### src/rtl/cuckoo_loader_pkg.sv
// Shared widths, FSM encoding, done codes and the bucket hash for the cuckoo table loader.
package cuckoo_loader_pkg;

    localparam int IDX_AW = 10;
    localparam int PTR_W  = 9;
    localparam int PAT_W  = 90;
    localparam int OCC_AW = IDX_AW + 1;
    localparam int CNT_W  = 12;

    typedef enum logic [2:0] {
        IDLE,
        HASH,
        RD,
        DECIDE,
        WR_PAT,
        WR_IDX,
        DONE,
        CLEAR
    } state_t;

    localparam logic [1:0] DS_T1    = 2'b00;
    localparam logic [1:0] DS_T2    = 2'b01;
    localparam logic [1:0] DS_COLL  = 2'b10;
    localparam logic [1:0] DS_CLEAR = 2'b11;

    function automatic logic [IDX_AW-1:0] cuckoo_hash(input logic [IDX_AW-1:0] p,
                                                      input logic [7:0] b);
        logic [IDX_AW-1:0] sum;
        sum = {p[6:0], 3'b000} + {3'b000, p[9:3]} + {2'b00, b};
        return sum ^ p;
    endfunction

endpackage

### src/rtl/cuckoo_occ_ram.sv
// 2048x1 occupancy bitmap: synchronous read (1-cycle latency), one write port, no reset.
// No backpressure; the owner sequences reads and writes so they never target the same cycle.
module cuckoo_occ_ram #(
    parameter int AW = 11
) (
    input  logic          clk,
    input  logic [AW-1:0] rd_addr,
    output logic          rd_data,
    input  logic          we,
    input  logic [AW-1:0] wr_addr,
    input  logic          wr_din
);

    logic mem [0:(1<<AW)-1];

    always_ff @(posedge clk) begin
        if (we) begin
            mem[wr_addr] <= wr_din;
        end
        rd_data <= mem[rd_addr];
    end

endmodule

### src/rtl/cuckoo_loader.sv
// Inserts one key into a two-table cuckoo index (pattern write, then index write) or clears both tables.
// Insert: done 6 cycles after accept (4 on collision); clear: 2048 cycles; cmd_ready low whenever busy.
module cuckoo_loader
    import cuckoo_loader_pkg::*;
(
    input  logic              clk,
    input  logic              rst,
    input  logic              cmd_valid,
    output logic              cmd_ready,
    input  logic [IDX_AW-1:0] cmd_prehash1,
    input  logic [IDX_AW-1:0] cmd_prehash2,
    input  logic [7:0]        cmd_byte,
    input  logic [PTR_W-1:0]  cmd_ptr,
    input  logic [PAT_W-1:0]  cmd_data,
    output logic              idx_we,
    output logic [OCC_AW-1:0] idx_addr,
    output logic [PTR_W-1:0]  idx_din,
    output logic              pat_we,
    output logic [PTR_W-1:0]  pat_addr,
    output logic [PAT_W-1:0]  pat_din,
    input  logic              clr_req,
    output logic              busy,
    output logic              done,
    output logic [1:0]        done_status,
    output logic [CNT_W-1:0]  occ_count
);

    state_t              state_q, state_d;
    logic [OCC_AW-1:0]   clr_cnt;
    logic                clr_pend;
    logic [1:0]          status_q;

    logic [IDX_AW-1:0]   p1_q, p2_q, a1_q, a2_q;
    logic [7:0]          byte_q;
    logic [PTR_W-1:0]    ptr_q;
    logic [PAT_W-1:0]    data_q;
    logic [OCC_AW-1:0]   target_q;
    logic                occ1_q;

    logic [OCC_AW-1:0]   occ_rd_addr;
    logic                occ_rd_data;
    logic                occ_we;
    logic [OCC_AW-1:0]   occ_wr_addr;
    logic                occ_wr_din;

    cuckoo_occ_ram #(.AW(OCC_AW)) u_occ (
        .clk     (clk),
        .rd_addr (occ_rd_addr),
        .rd_data (occ_rd_data),
        .we      (occ_we),
        .wr_addr (occ_wr_addr),
        .wr_din  (occ_wr_din)
    );

    always_comb begin
        state_d     = state_q;
        cmd_ready   = 1'b0;
        idx_we      = 1'b0;
        idx_addr    = '0;
        idx_din     = '0;
        pat_we      = 1'b0;
        pat_addr    = '0;
        pat_din     = '0;
        done        = 1'b0;
        done_status = 2'b00;
        busy        = (state_q != IDLE);
        occ_rd_addr = '0;
        occ_we      = 1'b0;
        occ_wr_addr = '0;
        occ_wr_din  = 1'b0;

        case (state_q)
            IDLE: begin
                cmd_ready = !clr_pend && !clr_req;
                if (clr_req || clr_pend) begin
                    state_d = CLEAR;
                end else if (cmd_valid) begin
                    state_d = HASH;
                end
            end
            // T1 is read a cycle early from the captured fields so both bits are ready in DECIDE.
            HASH: begin
                occ_rd_addr = {1'b0, cuckoo_hash(p1_q, byte_q)};
                state_d     = RD;
            end
            RD: begin
                occ_rd_addr = {1'b1, a2_q};
                state_d     = DECIDE;
            end
            DECIDE: begin
                if (!occ1_q || !occ_rd_data) begin
                    state_d = WR_PAT;
                end else begin
                    state_d = DONE;
                end
            end
            WR_PAT: begin
                pat_we   = 1'b1;
                pat_addr = ptr_q;
                pat_din  = data_q;
                state_d  = WR_IDX;
            end
            WR_IDX: begin
                idx_we      = 1'b1;
                idx_addr    = target_q;
                idx_din     = ptr_q;
                occ_we      = 1'b1;
                occ_wr_addr = target_q;
                occ_wr_din  = 1'b1;
                state_d     = DONE;
            end
            DONE: begin
                done        = 1'b1;
                done_status = status_q;
                state_d     = (clr_pend || clr_req) ? CLEAR : IDLE;
            end
            CLEAR: begin
                idx_we      = 1'b1;
                idx_addr    = clr_cnt;
                occ_we      = 1'b1;
                occ_wr_addr = clr_cnt;
                if (&clr_cnt) begin
                    state_d = DONE;
                end
            end
            default: state_d = CLEAR;
        endcase

        // Nothing leaves the block while reset is held, whatever state it was caught in.
        if (rst) begin
            cmd_ready   = 1'b0;
            idx_we      = 1'b0;
            idx_addr    = '0;
            pat_we      = 1'b0;
            pat_addr    = '0;
            pat_din     = '0;
            idx_din     = '0;
            done        = 1'b0;
            done_status = 2'b00;
            occ_we      = 1'b0;
        end
    end

    always_ff @(posedge clk) begin
        if (rst) begin
            state_q   <= CLEAR;
            clr_cnt   <= '0;
            clr_pend  <= 1'b0;
            occ_count <= '0;
            status_q  <= DS_CLEAR;
        end else begin
            state_q <= state_d;

            if (state_d == CLEAR) begin
                clr_pend <= 1'b0;
            end else if (clr_req && state_q != IDLE && state_q != CLEAR) begin
                clr_pend <= 1'b1;
            end

            if (state_q == DECIDE) begin
                if (!occ1_q) begin
                    status_q <= DS_T1;
                end else if (!occ_rd_data) begin
                    status_q <= DS_T2;
                end else begin
                    status_q <= DS_COLL;
                end
            end

            if (state_q == WR_IDX) begin
                occ_count <= occ_count + 12'd1;
            end

            if (state_q == CLEAR) begin
                clr_cnt   <= clr_cnt + 11'd1;
                occ_count <= '0;
                if (&clr_cnt) begin
                    status_q <= DS_CLEAR;
                end
            end
        end
    end

    always_ff @(posedge clk) begin
        if (state_q == IDLE && cmd_ready && cmd_valid) begin
            p1_q   <= cmd_prehash1;
            p2_q   <= cmd_prehash2;
            byte_q <= cmd_byte;
            ptr_q  <= cmd_ptr;
            data_q <= cmd_data;
        end
        if (state_q == HASH) begin
            a1_q <= cuckoo_hash(p1_q, byte_q);
            a2_q <= cuckoo_hash(p2_q, byte_q);
        end
        if (state_q == RD) begin
            occ1_q <= occ_rd_data;
        end
        if (state_q == DECIDE) begin
            target_q <= !occ1_q ? {1'b0, a1_q} : {1'b1, a2_q};
        end
    end

endmodule
### config.mk
export PLATFORM = sky130hd
export DESIGN_NAME = cuckoo_loader
export DESIGN_NICKNAME = d
export VERILOG_FILES = /design/src/rtl/cuckoo_loader_pkg.sv /design/src/rtl/cuckoo_occ_ram.sv /design/src/rtl/cuckoo_loader.sv
export SDC_FILE = /design/constraint.sdc
export NUM_CORES = 2
export LEC_CHECK = 0
export ABC_AREA = 1
export CELL_PAD_IN_SITES_DETAIL_PLACEMENT = 1
export CELL_PAD_IN_SITES_GLOBAL_PLACEMENT = 1
export CORE_UTILIZATION = 44
export DETAILED_ROUTE_END_ITERATION = 12
export PLACE_DENSITY_LB_ADDON = 0.1
export SYNTH_ARGS = -nofsm -noshare
export SYNTH_HDL_FRONTEND = slang
export SYNTH_SLANG_ARGS = --single-unit
### constraint.sdc
create_clock -name clk -period 19.2 [get_ports clk]
set_clock_uncertainty 0.05 [all_clocks]
set_input_delay 2.88 -clock clk [delete_from_list [all_inputs] [get_ports clk]]
set_output_delay 2.88 -clock clk [all_outputs]
set_load 0.02 [all_outputs]
# --- Word level (Yosys, flattened, before mapping) ---
# Memories as Yosys holds them, arrays and structs flattened. A register that Yosys moved wholly into a read port is not among the register bits.
# Index checks and enable logic that the tools add are counted.
word_totals:
  register_bits: 188
  ramBits: 2048
  input_bits: 131
  out_inout_bits: 138
  elab_cells: 83
  n_memories: 1
classes:
  addsub: 6
  n_eq_ne: 9
  n_mux: 34
  bitwise: 2
  n_reduce_logical: 17
memory_table:
  columns: ["memory", "words", "word_bits", "rd", "rd_ports_with_merged_regs", "wr", "line_no", "rtl"]
  rows:
  - ["u_occ.mem", 2048, 1, 1, 1, 1, "cuckoo_occ_ram.sv:14", "logic mem [0:(1<<AW)-1];"]
ops:
  columns: ["op", "n"]
  rows:
  - ["$mux W90", 2]
  - ["$pmux W11 S2", 2]
  - ["$mux W9", 4]
  - ["$pmux W3 S8", 1]
  - ["$mux W11", 2]
  - ["$add A10 B7 Y10", 2]
  - ["$add A10 B8 Y10", 2]
  - ["$xor A10 B10 Y10", 2]
  - ["$mux W2", 8]
  - ["$eq A3 B3 Y1 const B", 5]
  - ["$add A12 B1 Y12 const B", 1]
  - ["$mux W3", 4]
  - ["$add A11 B1 Y11 const B", 1]
  - ["$mux W1", 11]
  - ["$reduce_and A11 Y1", 1]
  - ["$eq A3 B2 Y1 const B", 2]
  - ["$reduce_or A2 Y1", 3]
  - ["$logic_and A1 B1 Y1", 5]
  - ["$logic_not A1 Y1", 4]
  - ["$eq A3 B1 Y1 const B", 1]
  - ["$logic_not A3 Y1", 1]
  - ["$ne A3 B3 Y1 const B", 1]
  - ["$reduce_bool A3 Y1", 1]
  - ["$logic_or A1 B1 Y1", 2]

# --- Logic depth before layout (Yosys ltp) ---
logic_depth:
  ltp_word: 6
  depth_mapped: 24
  ltp_nobuf: 23

# --- Cells and area by module ---
# From an unflattened synthesis, not the netlist that was laid out.
unflattened:
  hier_cells: 10139
  area_unflattened_um2: 100675.3
modules_own_cells:
  columns: ["module", "n_inst", "cells_per_inst", "area_per_inst_um2", "seq_area_each_um2"]
  rows:
  - ["cuckoo_occ_ram", 1, 9246, 91775.5, 61519.0]
  - ["cuckoo_loader", 1, 893, 8899.8, 5355.1]

# --- Least setup slack after synthesis ---
# OpenSTA, ideal clock, no wires.
synth_path:
  path_type: "reg2out"
  from: "register state_q[2]"
  to: "output idx_din[0]"
  arrival_ns: 17.458
  required_ns: 16.270
  path_slack_ns: -1.188
  path_stages_with_launch: 6
  n_path_buf: 1
  path_cell_list: "dfxtp_1 > inv_2 > nor2_1 > buf_2 > nand2_1 > nor2_1"
synth_via:
  elab_chain_cells: 3
synth_rtl:
  columns: ["element", "line_no", "rtl"]
  rows:
  - ["from (decl)", "cuckoo_loader.sv:28", "state_t state_q, state_d;"]
  - ["from (signal assigned)", "cuckoo_loader.sv:152", "state_q <= state_d;"]
  - ["$eq A3 B3 Y1", "cuckoo_loader.sv:72", "case (state_q)"]
  - ["$mux W9", "cuckoo_loader.sv:72", null]
  - ["$mux W9", "cuckoo_loader.sv:130", "if (rst) begin"]
  - ["to (decl)", "cuckoo_loader.sv:17", "output logic [PTR_W-1:0] idx_din,"]
# No other way between the ends.

# --- Worst setup path in the final report ---
layout_path:
  from: "input rst"
  to: "output pat_din[69]"
layout_via:
  elab_chain_cells: 1
layout_rtl:
  columns: ["element", "line_no", "rtl"]
  rows:
  - ["from (decl)", "cuckoo_loader.sv:7", "input logic rst,"]
  - ["$mux W90", "cuckoo_loader.sv:130", null]
  - ["to (decl)", "cuckoo_loader.sv:20", "output logic [PAT_W-1:0] pat_din,"]
# No other way between the ends.

==> results.toml <==
[synth]
ys_ff_latch = 2237
synthTopCellsByArea = "edfxtp_1, nor2_1, nand2_1"
synth_largest_area_cell = "edfxtp_1"
synth_warnings = 0
synth_compound_area_share_pct = 2.395
syn-mean-instance-area_um2 = 9.635
synth-async-reset-ratio_pct = 0
synthMuxAreaShare_pct = 0.02165
ys.flop_type = "edfxtp_1"
synth_common_cells = "nor2_1, edfxtp_1, nand2_1"
yosys.area_share.simple_pct = 25.98
synthXorXnorAreaFrac_pct = 0.2104
syn_inst = 10800
synthAdderAreaFrac_pct = 0.5051
syn_nets = 10970
syn_area_um2 = 104000
synth-edff-count = 2207
synth_top_family_by_area = "simple AND/OR/NAND/NOR gates"
synth_most_common_cell = "nor2_1"
yosysSeqAreaShare_pct = 64.27
synth.distinct_cells = 38
synth_top_area_share_pct = 63.70

[layout]
seq_area_um2 = 66870
fin_util_pct = 49.62
drive_above_1_share_pct = 5.077
fillCellCount = 26200
multi_input_area_um2 = 30700
area_growth_pct = 12.16
final_net_count = 10760

[clocking]
cts_setup_buffers = 0
clk_pin_slew_ns = 0.06
numCtsBuffers = 275
clock-sinks = 2237
cts.path.max_buffers = 4
cts_root_buffer = "clkbuf_16"
cts_resized = 0
cts_max_level = 5
clock_latency_ns = 0.94
postCtsHoldBufs = 0
cts_tree = "built"

[detailed_routing]
vias = 79840
vias_per_cell = 5.732
routed_wl_mm = 363.0
drtAntennaViolNets = 0
drt_pre_antenna_iters = 5
route.detailed.drc = 0
drtIter0Drc = 7887
wl_per_cell_um = 26.06

[setup_path]
critPathMaxStageDelay_ns = 0.96
cp_top_family = "buffers and inverters"
path_buf_inv = 3
worst-path-stages = 5
cp_data_arrival_time_ns = 6.17
reg2reg_slack_ns = 11.81
cp_data_required_time_ns = 16.27
cp-end-kind = "primary output"
crit_type = "in -> out"
r2r-end = "u_occ.rd_data"
crit_chain = "clkdlybuf4s50_1 -> clkinv_1 -> nand2_4 -> nor2_1 -> clkdlybuf4s50_1"
critPathSlowestCell = "clkdlybuf4s50_1"
start_kind = "input port"
r2r-start = "state_q[0]"
r2r_cells = 23
crit_path_max_fanout = 100
crit_top_cell = "clkdlybuf4s50_1"

[run]
cap_viol_max_count = 0

[global_routing]
grt_pass1_wl_mm = 531.3
grt.total_usage_pct = 30.20
antenna_found_initial = 8
grt_max_degree = 263
grt_pass1_vias = 81390
grt_overflow = 0

[power_and_ir_drop]
switching_share_pct = 20.32
p_per_area_nw_per_um2 = 87.17
combPwrFrac_pct = 0.8
clkPwrFrac_pct = 47.3
power_switching_mw = 2.067
ir_worst_vdd_mv = 0.09459
leakagePower_nw = 42.07
power.total_mw = 10.17
p_int_mw = 8.105
power_frac_seq_pct = 52.0

[sta]
hold_viol_final = 0
setup_violations = 0
timing.fmax_ghz = 0.1099
slew_headroom_pct = 13.51
worstMarginPinSlew_ns = 1.294
slew_viol_final = 0
timing.final.crit_period_ns = 9.103
rsz0062_at_grt = "no"
timing.final.crit_share_pct = 47.41
tns_ns = 0

[placed_design]
dpl.hpwl_mm = 178.0
gp_congestion = 0.7738
io_buffers = 268

[die]
initial_core_util_pct = 44.24
dieWidth_um = 488.3
die_h_um = 488.3
core_area_um2 = 235200
rows = 178
io_pins = 269
die-area_um2 = 238400

[min_path]
whs_path_depth = 2
hp-start = "clr_cnt[6]"
min_path_type = "reg -> reg"
min_to = "clr_cnt[7]"

[run_status]
status = "complete, no violations"
[cell families (layout without fill, tap and decap cells)]
family / count (synthesis) / count (layout)
adder cells (fa/ha/maj): 36 / 36
XOR/XNOR: 25 / 25
other: 0 / 5
AND/OR/NAND/NOR: 6370 / 6370
flip-flops: 2237 / 2237
buffers and inverters: 1735 / 1710
AO/OA/AOI/OAI: 394 / 394
multiplexers: 2 / 2
[worst max-delay path by stage]
| stage | start | endpoint | slack (ns) |
|---|---|---|---|
| after floorplan | state_q[2] | idx_din[0] | 5.75 |
| after global placement | rst | pat_we | 10.28 |
| after detailed placement | rst | pat_din[69] | 10.07 |
| after CTS | rst | pat_din[69] | 10.04 |
| after global routing | rst | pat_din[41] | 9.83 |
| final | rst | pat_din[69] | 10.10 |
[layer usage]
layer	wire, µm	up-vias	track usage (%)
li1	-	35340	-
met1	154400	40980	40.94
met4	11070	4	9.370
met3	26270	575	4.397
met2	171300	2941	49.95
met5	16	-	0
[layout make-up]
cell class	count	area share, %
Clock buffer	358	6.418
Sequential cell	2237	57.31
Inverter	842	2.734
Timing Repair Buffer	410	3.362
Multi-Input combinational cell	6827	26.31
Antenna cell	5	0.01072
Clock inverter	100	0.4793
Tap cell	3150	3.377
[stage by stage]
| step | cells | worst slack, ns | instance area, µm² | hold slack, ns |
|---|---|---|---|---|
| floorplan | 10800 | 5.749 | 104000 | 0.3721 |
| global placement | 13470 | 10.28 | 108600 | 0.4225 |
| detailed placement | 13470 | 10.07 | 108600 | 0.4362 |
| CTS | 13920 | 10.04 | 116700 | 0.4476 |
| global route | 13930 | 9.831 | 116700 | 0.4680 |
| finish | 13930 | 10.10 | 116700 | 0.4488 |
[registers in the layout (all words and copies together) (netlist names), 9 cells and up]
name / flops
p1_q: 10
a2_q: 10
ptr_q: 9
data_q: 90
target_q: 11
a1_q: 10
clr_cnt: 11
u_occ.mem: 2048
occ_count: 12
p2_q: 10
[layout by cell type (no fill, tap or decap), drive strengths merged, types with 3 or more instances in the layout]
| cell type | count |
|---|---|
| nor2 | 2274 |
| edfxtp | 2207 |
| nand2 | 2187 |
| nand3 | 1608 |
| inv | 841 |
| clkbuf | 358 |
| nand3b | 278 |
| clkdlybuf4s50 | 268 |
| o211ai | 191 |
| o21ai | 149 |
| buf | 142 |
| clkinv | 93 |
| a21oi | 40 |
| dfxtp | 30 |
| ha | 26 |
| xor2 | 16 |
| nor3 | 13 |
| o21a | 10 |
| fa | 10 |
| xnor2 | 9 |
| diode | 5 |
| bufinv | 5 |
| or2 | 4 |
| clkinvlp | 3 |
| nor3b | 3 |
[worst min-delay path: stages (launching register included)]
cell	delay [ns]
dfxtp_1	0.32
nand3_1	0.08
a21oi_1	0.06
[power groups by stage]
stage | sequential, mW | combinational (mW) | clock, mW
finish | 5.29 | 0.0765 | 4.81
detailed placement | 5.39 | 0.0758 | 0
floorplan | 5.39 | 0.0193 | 0
global placement | 5.39 | 0.0746 | 0
global route | 5.28 | 0.0786 | 5.04
CTS | 5.29 | 0.0760 | 4.88
No activity file was read; power rests on OpenSTA's default activity.
